## src/rtl/round_scorer_pkg.sv

```systemverilog
// Shared game definitions: FSM encodings, round length default, scoring-stage codes
// and a small integer-to-BCD helper for elaboration-time constants.
package round_scorer_pkg;

  typedef enum logic [1:0] {
    IDLE = 2'd0,
    PLAY = 2'd1,
    DONE = 2'd2
  } state_t;

  localparam int ROUND_SECS_DEFAULT = 30;

  typedef enum logic [1:0] {
    SC_NONE  = 2'd0,
    SC_VALID = 2'd1,
    SC_ACK   = 2'd2
  } score_ctl_t;

  function automatic logic [7:0] to_bcd(input int v);
    return {4'(v / 10), 4'(v % 10)};
  endfunction

endpackage

```

## src/rtl/round_scorer_if.sv

```systemverilog
// Game control inputs and BCD display / scoring-stage outputs of round_scorer.
interface round_scorer_if;
  logic       start;
  logic       abort;
  logic       tick;
  logic       hit;
  logic       miss;
  logic       scoreAck;
  logic [3:0] scoreOnes;
  logic [3:0] scoreTens;
  logic [3:0] timeOnes;
  logic [3:0] timeTens;
  logic       playing;
  logic       scoreValid;

  modport master (
    output start, abort, tick, hit, miss, scoreAck,
    input  scoreOnes, scoreTens, timeOnes, timeTens, playing, scoreValid
  );

  modport slave (
    input  start, abort, tick, hit, miss, scoreAck,
    output scoreOnes, scoreTens, timeOnes, timeTens, playing, scoreValid
  );
endinterface

```

## src/rtl/round_scorer_bcd_counter2.sv

```systemverilog
// Two-digit BCD up/down counter with clear and load; saturates at 99 and 00.
// Priority: clear, load, then inc/dec (both together hold the value).
module bcd_counter2 (
  input  logic       clk,
  input  logic       rst,
  input  logic       clear,
  input  logic       load,
  input  logic [7:0] load_val,
  input  logic       inc,
  input  logic       dec,
  output logic [3:0] ones,
  output logic [3:0] tens
);

  logic at_max;
  logic at_min;

  assign at_max = (ones == 4'd9) && (tens == 4'd9);
  assign at_min = (ones == 4'd0) && (tens == 4'd0);

  always_ff @(posedge clk or posedge rst) begin
    if (rst) begin
      ones <= 4'd0;
      tens <= 4'd0;
    end else if (clear) begin
      ones <= 4'd0;
      tens <= 4'd0;
    end else if (load) begin
      ones <= load_val[3:0];
      tens <= load_val[7:4];
    end else if (inc && !dec && !at_max) begin
      if (ones == 4'd9) begin
        ones <= 4'd0;
        tens <= tens + 4'd1;
      end else begin
        ones <= ones + 4'd1;
      end
    end else if (dec && !inc && !at_min) begin
      if (ones == 4'd0) begin
        ones <= 4'd9;
        tens <= tens - 4'd1;
      end else begin
        ones <= ones - 4'd1;
      end
    end
  end

endmodule

```

## src/rtl/round_scorer.sv

```systemverilog
// Timed scoring round: IDLE -> PLAY on start, PLAY -> DONE when the BCD timer
// runs out, DONE -> IDLE on scoreAck; abort drops back to IDLE from PLAY or DONE.
module round_scorer
  import round_scorer_pkg::*;
#(
  parameter int ROUND_SECS = ROUND_SECS_DEFAULT
) (
  input  logic           clk,
  input  logic           rst,
  round_scorer_if.slave  bus
);

  localparam logic [7:0] TIME_INIT = to_bcd(ROUND_SECS);

  state_t state;
  logic   playing_q;
  logic   valid_q;
  logic   go;
  logic   kill;
  logic   in_play;
  logic   last_tick;

  assign go        = bus.start && (state == IDLE);
  assign kill      = bus.abort && (state != IDLE);
  assign in_play   = (state == PLAY) && !bus.abort;
  assign last_tick = in_play && bus.tick && (bus.timeTens == 4'd0) && (bus.timeOnes == 4'd1);

  bcd_counter2 u_score (
    .clk      (clk),
    .rst      (rst),
    .clear    (go || kill),
    .load     (1'b0),
    .load_val (8'h00),
    .inc      (in_play && bus.hit),
    .dec      (in_play && bus.miss),
    .ones     (bus.scoreOnes),
    .tens     (bus.scoreTens)
  );

  bcd_counter2 u_time (
    .clk      (clk),
    .rst      (rst),
    .clear    (kill),
    .load     (go),
    .load_val (TIME_INIT),
    .inc      (1'b0),
    .dec      (in_play && bus.tick),
    .ones     (bus.timeOnes),
    .tens     (bus.timeTens)
  );

  always_ff @(posedge clk or posedge rst) begin
    if (rst) begin
      state     <= IDLE;
      playing_q <= 1'b0;
      valid_q   <= 1'b0;
    end else begin
      case (state)
        IDLE: begin
          if (go) begin
            state     <= PLAY;
            playing_q <= 1'b1;
          end
        end
        PLAY: begin
          if (bus.abort) begin
            state     <= IDLE;
            playing_q <= 1'b0;
          end else if (last_tick) begin
            state     <= DONE;
            playing_q <= 1'b0;
            valid_q   <= 1'b1;
          end
        end
        DONE: begin
          if (bus.abort || bus.scoreAck) begin
            state   <= IDLE;
            valid_q <= 1'b0;
          end
        end
        default: begin
          state     <= IDLE;
          playing_q <= 1'b0;
          valid_q   <= 1'b0;
        end
      endcase
    end
  end

  assign bus.playing    = playing_q;
  assign bus.scoreValid = valid_q;

endmodule

```

## src/flat_wrapper.sv

```systemverilog
// flat-port wrapper written by rule: the top's interface ports become plain ports
module round_scorer_flat import round_scorer_pkg::*;
#(
  parameter int ROUND_SECS = ROUND_SECS_DEFAULT
)
  (clk, rst, bus_start, bus_abort, bus_tick, bus_hit, bus_miss, bus_scoreAck, bus_scoreOnes, bus_scoreTens, bus_timeOnes, bus_timeTens, bus_playing, bus_scoreValid);
  round_scorer_if bus_i ();
  input  logic clk;
  input  logic rst;
  input wire logic [$bits(bus_i.start)-1:0] bus_start;
  input wire logic [$bits(bus_i.abort)-1:0] bus_abort;
  input wire logic [$bits(bus_i.tick)-1:0] bus_tick;
  input wire logic [$bits(bus_i.hit)-1:0] bus_hit;
  input wire logic [$bits(bus_i.miss)-1:0] bus_miss;
  input wire logic [$bits(bus_i.scoreAck)-1:0] bus_scoreAck;
  output wire logic [$bits(bus_i.scoreOnes)-1:0] bus_scoreOnes;
  output wire logic [$bits(bus_i.scoreTens)-1:0] bus_scoreTens;
  output wire logic [$bits(bus_i.timeOnes)-1:0] bus_timeOnes;
  output wire logic [$bits(bus_i.timeTens)-1:0] bus_timeTens;
  output wire logic [$bits(bus_i.playing)-1:0] bus_playing;
  output wire logic [$bits(bus_i.scoreValid)-1:0] bus_scoreValid;
  assign bus_i.start = bus_start;
  assign bus_i.abort = bus_abort;
  assign bus_i.tick = bus_tick;
  assign bus_i.hit = bus_hit;
  assign bus_i.miss = bus_miss;
  assign bus_i.scoreAck = bus_scoreAck;
  assign bus_scoreOnes = bus_i.scoreOnes;
  assign bus_scoreTens = bus_i.scoreTens;
  assign bus_timeOnes = bus_i.timeOnes;
  assign bus_timeTens = bus_i.timeTens;
  assign bus_playing = bus_i.playing;
  assign bus_scoreValid = bus_i.scoreValid;
  round_scorer #(.ROUND_SECS(ROUND_SECS)) u_core (.clk(clk), .rst(rst), .bus(bus_i));
endmodule
```

## config.mk

```make
export PLATFORM = sky130hd
export DESIGN_NAME = round_scorer_flat
export DESIGN_NICKNAME = d
export VERILOG_FILES = /design/src/rtl/round_scorer_pkg.sv /design/src/rtl/round_scorer_if.sv /design/src/rtl/round_scorer_bcd_counter2.sv /design/src/rtl/round_scorer.sv /design/src/flat_wrapper.sv
export SDC_FILE = /design/constraint.sdc
export NUM_CORES = 1
export LEC_CHECK = 0
export BUFFER_PORTS_ARGS = -buffer_cell sky130_fd_sc_hd__buf_2
export CAP_MARGIN = 25
export CORE_UTILIZATION = 50
export DETAILED_ROUTE_END_ITERATION = 8
export GPL_ROUTABILITY_DRIVEN = 0
export MAX_ROUTING_LAYER = met4
export PLACE_DENSITY_LB_ADDON = 0.12
export SETUP_SLACK_MARGIN = 0.1
export SLEW_MARGIN = 5
export SYNTH_ARGS = -nofsm -noshare
export SYNTH_HDL_FRONTEND = slang
export SYNTH_SLANG_ARGS = --single-unit
export TNS_END_PERCENT = 10
```

## constraint.sdc

```tcl
create_clock -name clk -period 2.09 [get_ports clk]
set_input_delay 0.627 -clock clk [delete_from_list [all_inputs] [get_ports clk]]
set_output_delay 0.627 -clock clk [all_outputs]
set_load 0.01 [all_outputs]
```

==> results.md, run 1 <==
* Status: finished, final reports clean
* CTS tree: yes
* CP endpoint kind: flip-flop
* Synth area leader: dfrtp_1
* Largest delay share family, worst path: simple AND/OR/NAND/NOR gates
* CTS root buf: clkbuf_4
* Type of element launching the critical path: flip-flop
* Crit-path max cell delay at around 0.49 ns
* WL final at approximately 3400 um
* Routed via count at roughly 1300
* Diode count at 0
* DIE WIDTH at between 50 and 60 um
* Layout area overhead at 29.62%
* Die area at between 3000 and 4000 um2
* Yosys top cell area share at approximately a third
* Clock Pin Slew Worst Setup and Hold Paths at 0.12 ns
* Seq. cell area at just over 500 um2
* Critical path's slowest cell: or3b_2
* Synth async-reset ratio at between 90% and 100%
* Slew Viols, Final at 0
* Main flop type after synthesis: dfrtp_1
* Largest family of logic cells by synthesized area: simple AND/OR/NAND/NOR gates
* PortBufs at 25
* Proportion of layout cells with a drive suffix above 1 at between 30% and 40%
* Hold_buf cts at 0
* RSZ-0062 raised after global routing: true
* Max cap viols at 0
* Seq/Total Area, Yosys at between 30% and 40%
* Mux share of post-synthesis cell area at under 10%
* Post-synth EDFFs at 0
* Starting Density at between 50 and 60%
* Drt via density at 5.661
* Worst path cell trace: inv_1 > ha_1 > or3b_2 > o211ai_2 > nand2_1 > o21ai_0 > a32o_1
* Num CTS Buffers at 3
* Worst hold path type: input port to asynchronous set/reset pin
* CP max FO at 7
* Vias in the first global route at roughly 1300
* Yosys warning total at 0
* FP Rows at 19
* Synth Register Bits at 20
* Synth Area in Compound Gates at between 10% and 20%
* H-tree lvl count at 1
* Routed len/inst at between 10 and 15 um
* VDD IR max at between 0.7 and 0.8 mV
* Final cycle utilization of the critical path at slightly below 100%
* F_max at 496.0 MHz
* Crit path required time at ~2.3 ns
* Die Height at approximately 55 um
* # fillers at 243
* Power Density at roughly 860 nW/um2
* Final setup vio count at 0
* DR iter-0 viols at 56
* Bufs on Longest Clock Path at 2
* Total negative slack at 0 ns
* Post-synth cell types at 42
* Largest net degree at the start of global routing at 21
* Multi-input combinational cell area at approximately 910 um2
* Xor/xnor share of the synthesized area at approximately 3.7%
* GR Overflow Total at 0
* Top cells by area, synth: dfrtp_1 35%, ha_1 7.9%, a21oi_1 5.3%, nor2_1 3.9%, mux2i_1 3.5%
* Simple-Gate Fraction of Synth Area at between 20% and 30%
* Bufs and invs on worst path at 1
* Slew @ Worst Pin at around 0.36 ns
* Adder-cell share of the synthesized area at about 8%
* Setup slack, reg-to-reg at roughly 0.074 ns
* Slew Limit Headroom at 76.21%
* Post-route cell area at approximately 1900 um2
* Fin nets at ~220
* DP Wirelength at 2567 um
* Worst Setup Path Type: flip-flop to flip-flop
* Static Leak at about 0.89 nW
* Clk_lat worst skew at between 0.3 and 0.4 ns
* Critical path arrival at 2.26 ns
* Fin crit period at between 2 and 2.5 ns
* I/O pin cnt at 26
* Core footprint at ~2700 um2
* DRT Pass-1 Iters at 4
* Initial antenna violation count at 0
* Worst clock skew at slightly above 0.007 ns
* Number of remaining DRC errors at 0
* Post-place instance area at ~1700 um2
* Sinks on Clock Net at 20
* Post-synthesis average cell area at 9.093 um2
* First-pass GRT wire length at 5727 um
* Synthesized area at 1428 um2
* Post-synth net total at approximately 170
* Cells after Synth at around 160
* Final Hold Fails at 0
* ANT nets after route at 0
* GRT Total Usage at about a quarter
cell usage in the layout (no fill, tap or decap), types with 3 or more instances in the layout:
| master | count |
|---|---|
| inv_1 | 9 |
| dfrtp_1 | 17 |
| dfrtp_2 | 3 |
| ha_1 | 7 |
| nor3b_1 | 3 |
| o21ai_0 | 5 |
| nand2_1 | 12 |
| nor3_1 | 5 |
| mux2i_1 | 5 |
| nand3_1 | 5 |
| xor2_1 | 3 |
| a21oi_1 | 14 |
| xnor2_1 | 3 |
| buf_2 | 25 |
| a31oi_1 | 5 |
| nor2b_1 | 3 |
| nor2_1 | 15 |
| nand4_1 | 3 |
| buf_4 | 24 |
| clkbuf_4 | 3 |
registers in the layout, indices dropped and copies added (netlist names):
name,cells
u_core.u_score.ones,4
u_core.u_score.tens,4
u_core.u_time.ones,4
u_core.u_time.tens,4
u_core.state,2
u_core.bus.playing,1
u_core.bus.scoreValid,1
per-stage QoR:
stage	setup WS [ns]	hold slack (ns)	total power [W]	std cells	util, %
4_1_cts	0.08221	0.3264	0.001579	236	66.68
3_5_place_dp	-0.1337	0.4649	0.001230	231	63.89
6_report	0.07375	0.3276	0.001594	236	67.69
5_1_grt	-0.01886	0.3444	0.001702	236	67.69
3_3_place_gp	0.001064	0.4574	0.001200	231	63.89
2_1_floorplan	-0.1990	0.5085	0.0009895	157	-
worst min-delay path, cell delays in order:
cell and delay [ns]:
buf_2 0.09, inv_1 0.04, buf_4 0.27
report_power, final:
part           switching [W]  internal, W  leakage, nW
Combinational       0.000375     0.000343        0.608
Clock               0.000128     0.000194       0.0279
Sequential         0.0000872     0.000467        0.259
Total               0.000591      0.00100        0.894
cell usage after synthesis (4+ instances only):
| cell | count |
|---|---|
| nor2_1 | 15 |
| mux2i_1 | 5 |
| nor3b_1 | 4 |
| ha_1 | 9 |
| a21oi_1 | 15 |
| nand2_1 | 12 |
| dfrtp_1 | 20 |
| a31oi_1 | 5 |
| nand3_1 | 5 |
| inv_1 | 11 |
| o21ai_0 | 6 |
| nor3_1 | 5 |
what timing repair did:
item / in CTS / in global routing
pin swaps: 3 / 6
endpoints found under the hold margin: 0 / 0
resized for setup: 4 / 9
cloned: 0 / 0
endpoints found under the setup margin: 5 / 16
setup buffers: 1 / 0
per-layer routing:
metal  GRT usage [%]  share of wire (%)  vias up
li1                -                  -      661
met3           2.810                2.5        2
met5               -                  0        -
met1           31.57                 47      650
met4           6.071               0.35        0
met2           39.24                 50       23
cells by family after synthesis:
group                      Yosys count
and+or+nand+nor                     61
AOI/OAI and AO/OA                   39
DFF                                 20
buffers and inverters               16
adders and majority gates            9
xor gates and xnor gates             6
muxes                                6
area by class of cell:
| type | count | area share (%) |
|---|---|---|
| multi-input combinational | 121 | 48.95 |
| sequential | 20 | 27.25 |
| timing repair buffer | 49 | 16.50 |
| inverter | 11 | 2.366 |
| tap | 31 | 2.096 |
| clock inverter | 1 | 1.623 |
| clock buffer | 3 | 1.217 |
final timing paths:
kind	to	depth (start not counted)	from
setup / recovery	u_core.u_score.ones[2]$_DFFE_PP0P_	7	u_core.u_score.ones[0]$_DFFE_PP0P_
hold reg to reg	u_core.bus.scoreValid$_DFFE_PP0P_	2	u_core.bus.scoreValid$_DFFE_PP0P_
min in group clk	u_core.bus.scoreValid$_DFFE_PP0P_	2	u_core.bus.scoreValid$_DFFE_PP0P_
max in group asynchronous	u_core.u_score.tens[0]$_DFFE_PP0P_	3	rst
setup reg to reg	u_core.u_score.ones[2]$_DFFE_PP0P_	7	u_core.u_score.ones[0]$_DFFE_PP0P_
hold / removal	u_core.u_score.ones[3]$_DFFE_PP0P_	3	rst
Power figures use the tool's default switching activity.
==> inputs of run 2 (changes only) <==
--- a/config.mk
+++ b/config.mk
@@ -10,6 +10,7 @@
 export CORE_UTILIZATION = 50
 export DETAILED_ROUTE_END_ITERATION = 8
 export GPL_ROUTABILITY_DRIVEN = 0
+export GPL_TIMING_DRIVEN = 0
 export MAX_ROUTING_LAYER = met4
 export PLACE_DENSITY_LB_ADDON = 0.12
 export SETUP_SLACK_MARGIN = 0.1
==> run 2 against run 1 <==
  * Largest power group unchanged
  * Clock power decreased by 45%
  * Register-to-register slack got worse by 0.02 ns
  * Total power shrank 12%
  * Global-route usage fell by 2.8 points
  * Critical path type unchanged
  * Sequential power grew 2%
  * Flip-flop and latch count unchanged
  * Clock-buffer cell count unchanged
==> results.md, run 2 (synthesized netlist as in run 1, its figures left out) <==
* Status: finished, final reports clean
* CTS root buf: clkbuf_4
* RSZ-0062 raised after global routing: true
* DRT Pass-1 Iters at 4 (unchanged)
* Critical path's slowest cell: dfrtp_1
* F_max at 490.0 MHz (-1.2%)
* CP endpoint kind: flip-flop
* Worst setup path start: u_core.u_score.tens[1]$_DFFE_PP0P_
* Worst setup margin at 0.04899 ns (-0.02476 ns)
* Worst reg2reg endpoint: u_core.u_score.tens[3]$_DFFE_PP0P_
* Most common cell after layout, fill and taps aside: buf_2
* Final Hold Fails at 0 (unchanged)
* Drt via density at 5.839 (+3.1%)
* Final cycle utilization of the critical path at 97.66% (+1.2 points)
* VDD IR max at 0.5249 mV (-29%)
* DP Wirelength at 2186 um (-15%)
* PortBufs at 24 (-4.0%)
* Worst reg2reg path startpoint: u_core.u_score.tens[1]$_DFFE_PP0P_
* Slew Viols, Final at 0 (unchanged)
* Vias in the first global route at 1188 (-8.2%)
* Final setup vio count at 0 (unchanged)
* Static Leak at 0.8345 nW (-6.7%)
* Hold_buf cts at 0 (unchanged)
* Fin nets at 212 (-4.9%)
* CTS tree: yes
* Layout area overhead at 23.93%
* Commonest cells after routing, fill and taps aside: 24 x buf_2, 19 x dfrtp_1, 14 x nor2_1
* Number of remaining DRC errors at 0 (unchanged)
* Reg2reg path depth at 8 (+1)
* Max cap viols at 0 (unchanged)
* Starting Density at 52.22% (unchanged)
* Clk_lat worst skew at 0.29 ns (-0.02 ns)
* Place WS at -0.4027 ns (-0.2689 ns)
* Power Density at 791.9 nW/um2 (-8.1%)
* Sw power at 0.0005619 W (-4.9%)
* Sequential share of power at 40.5% (+5.7 points)
* Fin crit period at 2.041 ns (+0.02476 ns)
* Crit-path max cell delay at 0.50 ns (about the same)
* H-tree lvl count at 1 (unchanged)
* DIE WIDTH at 55.44 um (unchanged)
* # fillers at 225 (-7.4%)
* Slew Limit Headroom at 48.55% (-28 points)
* CP max FO at 9 (+2)
* Die area at 3073 um2 (unchanged)
* Proportion of layout cells with a drive suffix above 1 at 30.05% (-5.1 points)
* GRT Total Usage at 21.09% (-2.8 points)
* I/O pin cnt at 26 (unchanged)
* Worst path cell trace: nand4bb_4 > o211ai_4 > ha_4 > o21ai_1 > nand2b_1 > mux2_4 > mux2i_1 > a21oi_1
* Sw frac at 40.10% (+3.0 points)
* Initial antenna violation count at 0 (unchanged)
* Comb power frac at 46.8% (+1.8 points)
* Crit path required time at 2.27 ns (-0.07 ns)
* Largest net degree at the start of global routing at 21 (unchanged)
* Clk pwr share at 12.7% (-7.5 points)
* Critical path arrival at 2.22 ns (-0.04 ns)
* First-pass GRT wire length at 5119 um (-11%)
* P_int at 0.0008392 W (-16%)
* Total power at 0.001401 W (-12%)
* GR Overflow Total at 0 (unchanged)
* Worst Setup Path Type: flip-flop to flip-flop
* Routed len/inst at 14.35 um (-0.64%)
* ANT nets after route at 0 (unchanged)
* DR iter-0 viols at 65 (+16%)
* Worst clock skew at 0.001332 ns (-0.005839 ns)
* FP Rows at 19 (unchanged)
* Core footprint at 2734 um2 (unchanged)
* Worst hold path type: input port to asynchronous set/reset pin
* Diode count at 0 (unchanged)
* WL final at 3214 um (-5.7%)
* Bufs on Longest Clock Path at 2 (unchanged)
* Setup slack, reg-to-reg at 0.05 ns (-0.02 ns)
* Num CTS Buffers at 3 (unchanged)
* Sinks on Clock Net at 20 (unchanged)
* Die Height at 55.44 um (unchanged)
* Slew @ Worst Pin at 0.7708 ns (+0.4155 ns)
* Type of element launching the critical path: flip-flop
* Clock Pin Slew Worst Setup and Hold Paths at 0.11 ns (about the same)
* Routed via count at 1308 (-2.1%)
==> run 2: area by class of cell <==
class | count | area (um2) | share of cell area (%)
Inverter | 11 | 41.29 | 2.334
Buffer | 5 | 50.05 | 2.829
Timing Repair Buffer | 33 | 191.4 | 10.82
Sequential cell | 20 | 501.7 | 28.36
Multi-Input combinational cell | 121 | 923.4 | 52.19
Tap cell | 31 | 38.79 | 2.192
Clock buffer | 3 | 22.52 | 1.273
==> run 2: what timing repair did <==
action | 4_1_cts | 5_1_grt
gates resized for setup | 9 | 7
pin swaps | 3 | 5
endpoints found under the hold margin | 0 | 0
setup endpoints to repair | 9 | 15
setup buffers | 7 | 2
==> run 2: through the flow <==
step | instances | setup TNS [ns] | hold WS [ns] | util, % | instance area, um2
finish | 224 | 0 | 0.4554 | 64.71 | 1769
CTS | 222 | 0 | 0.4711 | 63.39 | 1733
global route | 224 | -0.1470 | 0.4913 | 64.71 | 1769
global placement | 212 | -0.6704 | 0.4549 | 58.76 | 1607
floorplan | 157 | -0.2426 | 0.5085 | - | 1448
detailed placement | 212 | -0.8243 | 0.4580 | 58.76 | 1607
==> run 2: worst max-delay path by stage <==
stage,cells after the start,to,slack [ns]
2_1_floorplan,9,u_core.u_score.tens[3]$_DFFE_PP0P_,-0.20
3_3_place_gp,9,u_core.u_score.tens[3]$_DFFE_PP0P_,-0.36
3_5_place_dp,9,u_core.u_score.tens[3]$_DFFE_PP0P_,-0.40
4_1_cts,9,u_core.u_score.tens[3]$_DFFE_PP0P_,0.08
5_1_grt,9,u_core.u_score.tens[2]$_DFFE_PP0P_,-0.07
6_report,8,u_core.u_score.tens[3]$_DFFE_PP0P_,0.05
==> run 2: power groups by stage <==
stage / logic, W / registers, W / clock network [W]
5_1_grt: 0.000718 / 0.000582 / 0.000205
4_1_cts: 0.000640 / 0.000566 / 0.000184
3_3_place_gp: 0.000578 / 0.000563 / 0
6_report: 0.000656 / 0.000567 / 0.000178
3_5_place_dp: 0.000593 / 0.000570 / 0
2_1_floorplan: 0.000397 / 0.000593 / 0
==> run 2: metal layers <==
metal	wire, um	track usage [%]
met5	0	-
met4	40	5.000
met3	131	4.684
met2	1584	35.46
met1	1456	25.91
==> run 2: critical path, delay by kind of cell (launching register included) <==
kind,cells,cell delay [ns]
muxes,2,0.40
AOI/OAI and AO/OA,3,0.41
DFF,1,0.50
and+or+nand+nor,2,0.37
adders and majority gates,1,0.24
==> inputs of run 3 (changes only) <==
--- a/config.mk
+++ b/config.mk
@@ -12,7 +12,7 @@
 export GPL_ROUTABILITY_DRIVEN = 0
 export GPL_TIMING_DRIVEN = 0
 export MAX_ROUTING_LAYER = met4
-export PLACE_DENSITY_LB_ADDON = 0.12
+export PLACE_DENSITY = 0.76
 export SETUP_SLACK_MARGIN = 0.1
 export SLEW_MARGIN = 5
 export SYNTH_ARGS = -nofsm -noshare
==> run 3 against run 2 <==
  * Sequential share of layout area is 0.15 points higher
  * Routed wire length is 2.2% higher
  * Hold slack worse by 0.016 ns
  * Sequential power is 1% higher
  * Setup slack better by 0.040 ns
  * Via count is 1.5% lower
  * Flip-flop and latch count stayed put
  * Register-to-register slack better by 0.04 ns
  * Die area stayed put
  * First-iteration DRC count is 29% lower
  * Critical endpoint is now u_core.u_time.ones[3]$_DFFE_PP0P_
==> results.md, run 3 (synthesized netlist as in run 1, its figures left out) <==
* Vias in the first global route at 1319 (+11%)
* Proportion of layout cells with a drive suffix above 1 at 30.73% (+0.68 points)
* Clk_lat worst skew at 0.30 ns (about the same)
* Grt peak-use layer: met2
* Routed len/inst at 14.73 um (+2.7%)
* GR Layer Usage met3 at 3.279% (-1.4 points)
* Slew @ Worst Pin at 0.7548 ns (-0.01608 ns)
* GR Overflow Total at 0 (unchanged)
* Drt via density at 5.776 (-1.1%)
* CP max FO at 7 (-2)
* Worst Setup EP: u_core.u_time.ones[3]$_DFFE_PP0P_
* PortBufs at 24 (unchanged)
* Fin nets at 210 (-0.94%)
* Number of remaining DRC errors at 0 (unchanged)
* First-pass GRT wire length at 5706 um (+11%)
* CTS tree: yes
* Worst reg2reg endpoint: u_core.u_time.ones[3]$_DFFE_PP0P_
* ANT nets after route at 0 (unchanged)
* Worst clock skew at 0.005417 ns (+0.004085 ns)
* Fin crit period at 2.001 ns (-0.04010 ns)
* Worst hold path type: input port to asynchronous set/reset pin
* Setup slack, reg-to-reg at 0.09 ns (+0.04 ns)
* DRT Pass-1 Iters at 4 (unchanged)
* Die Height at 55.44 um (unchanged)
* Bufs on Longest Clock Path at 2 (unchanged)
* VDD IR max at 0.6574 mV (+25%)
* Initial antenna violation count at 0 (unchanged)
* Starting Density at 52.22% (unchanged)
* Met2 GRT Util at 41.48% (+6.0 points)
* CP endpoint kind: flip-flop
* Worst path cell trace: inv_1 > ha_1 > nor3b_2 > a21oi_1 > a21oi_1 > a311oi_1
* CTS root buf: clkbuf_4
* Static Leak at 0.8248 nW (-1.2%)
* Final core utilization at 64.53% (-0.18 points)
* Final cycle utilization of the critical path at 95.74% (-1.9 points)
* Critical path's most frequent cell: a21oi_1
* Reg2reg path depth at 6 (-2)
* Slew Limit Headroom at 49.63% (+1.1 points)
* WL final at 3285 um (+2.2%)
* Final setup vio count at 0 (unchanged)
* Placed insts at 212 (unchanged)
* Final Hold Fails at 0 (unchanged)
* Routed via count at 1288 (-1.5%)
* Sinks on Clock Net at 20 (unchanged)
* Slew Viols, Final at 0 (unchanged)
* Met1 GRT Util at 28.18% (+2.3 points)
* DP Wirelength at 2275 um (+4.1%)
* GRT Total Usage at 23.61% (+2.5 points)
* Crit-path max cell delay at 0.49 ns (about the same)
* H-tree lvl count at 1 (unchanged)
* Core footprint at 2734 um2 (unchanged)
* Worst setup path start: u_core.u_time.tens[0]$_DFFE_PP0P_
* Critical path arrival at 2.18 ns (-0.04 ns)
* Type of element launching the critical path: flip-flop
* Die area at 3073 um2 (unchanged)
* Most common cell after layout, fill and taps aside: buf_2
* Power Density at 837.4 nW/um2 (+5.7%)
* Max cap viols at 0 (unchanged)
* Critical path's slowest cell: a21oi_1
* Commonest cells after routing, fill and taps aside: 25 x buf_2, 18 x dfrtp_1, 15 x nor2_1, 15 x a21oi_1, 12 x nand2_1
* DIE WIDTH at 55.44 um (unchanged)
* # fillers at 230 (+2.2%)
* FP Rows at 19 (unchanged)
* Worst reg2reg path startpoint: u_core.u_time.tens[0]$_DFFE_PP0P_
* Layout area overhead at 23.58%
* DR iter-0 viols at 46 (-29%)
* Diode count at 0 (unchanged)
* Post-Layout Cell Count at 223 (-0.45%)
* Clock Pin Slew Worst Setup and Hold Paths at 0.12 ns (about the same)
* Largest net degree at the start of global routing at 21 (unchanged)
* I/O pin cnt at 26 (unchanged)
* Status: finished, final reports clean
* RSZ-0062 raised after global routing: true
* F_max at 499.8 MHz (+2.0%)
* Hold_buf cts at 0 (unchanged)
* Worst Setup Path Type: flip-flop to flip-flop
* Num CTS Buffers at 3 (unchanged)
* Crit path required time at 2.27 ns (about the same)
* Worst Hold Slack at 0.4398 ns (-0.01561 ns)
-- run 3: cell count changes in the layout (fill, tap and decap cells not counted), sizes merged --
cell / delta
buf: -2
clkbuf: +1
-- run 3: layer usage --
layer,vias up,part of all wire [%]
met4,0,2.7
met5,-,0
met2,31,52
met3,10,3.4
met1,608,42
li1,639,-
-- run 3: report_power, final --
group / internal (W) / total, W / switching (W)
Clock: 0.000106 / 0.000227 / 0.000121
Sequential: 0.000467 / 0.000573 / 0.000106
Combinational: 0.000319 / 0.000677 / 0.000358
Total: 0.000893 / 0.00148 / 0.000585
-- run 3: worst min-delay path by stage --
stage	from	endpoint	slack, ns	cells after the start
after floorplan	u_core.bus.scoreValid$_DFFE_PP0P_	u_core.bus.scoreValid$_DFFE_PP0P_	0.51	2
after global placement	u_core.bus.scoreValid$_DFFE_PP0P_	u_core.bus.scoreValid$_DFFE_PP0P_	0.46	2
after detailed placement	u_core.bus.scoreValid$_DFFE_PP0P_	u_core.bus.scoreValid$_DFFE_PP0P_	0.48	2
after CTS	rst	u_core.bus.playing$_DFFE_PP0P_	0.47	2
after global routing	bus_abort	u_core.state[1]$_DFFE_PP0P_	0.50	2
final	rst	u_core.u_time.tens[3]$_DFFE_PP0P_	0.44	2
-- run 3: through the flow --
stage                power, W  setup WS [ns]  instance area, um2  setup TNS (ns)
detailed placement   0.001170        -0.4275                1607         -0.8919
global placement     0.001135        -0.3297                1607         -0.6148
floorplan           0.0009895        -0.1990                1448         -0.2426
finish               0.001477        0.08909                1764               0
CTS                  0.001456        0.08687                1745               0
global route         0.001579       -0.04021                1764        -0.08812
-- run 3: timing repair --
item	in CTS	in global routing
buffers inserted	7	0
resized for setup	9	7
setup endpoints to repair	10	16
pin swaps	4	6
gates cloned	0	0
-- run 3: cell type report --
cell class                 count  area [um2]  area share [%]
inverter                      11       41.29           2.340
buffer                         5       43.79           2.482
tap                           31       38.79           2.199
multi-input combinational    121       928.4           52.62
clock buffer                   4       36.28           2.057
sequential                    20       503.0           28.51
timing repair buffer          31       172.7           9.787
-- run 3: critical path, delay by kind of cell, from the launching register on --
kind	cells	cell delay, ns
compound gates	3	0.99
fa+ha+maj	1	0.20
buf+inv	1	0.06
flops	1	0.44
simple gates	1	0.19
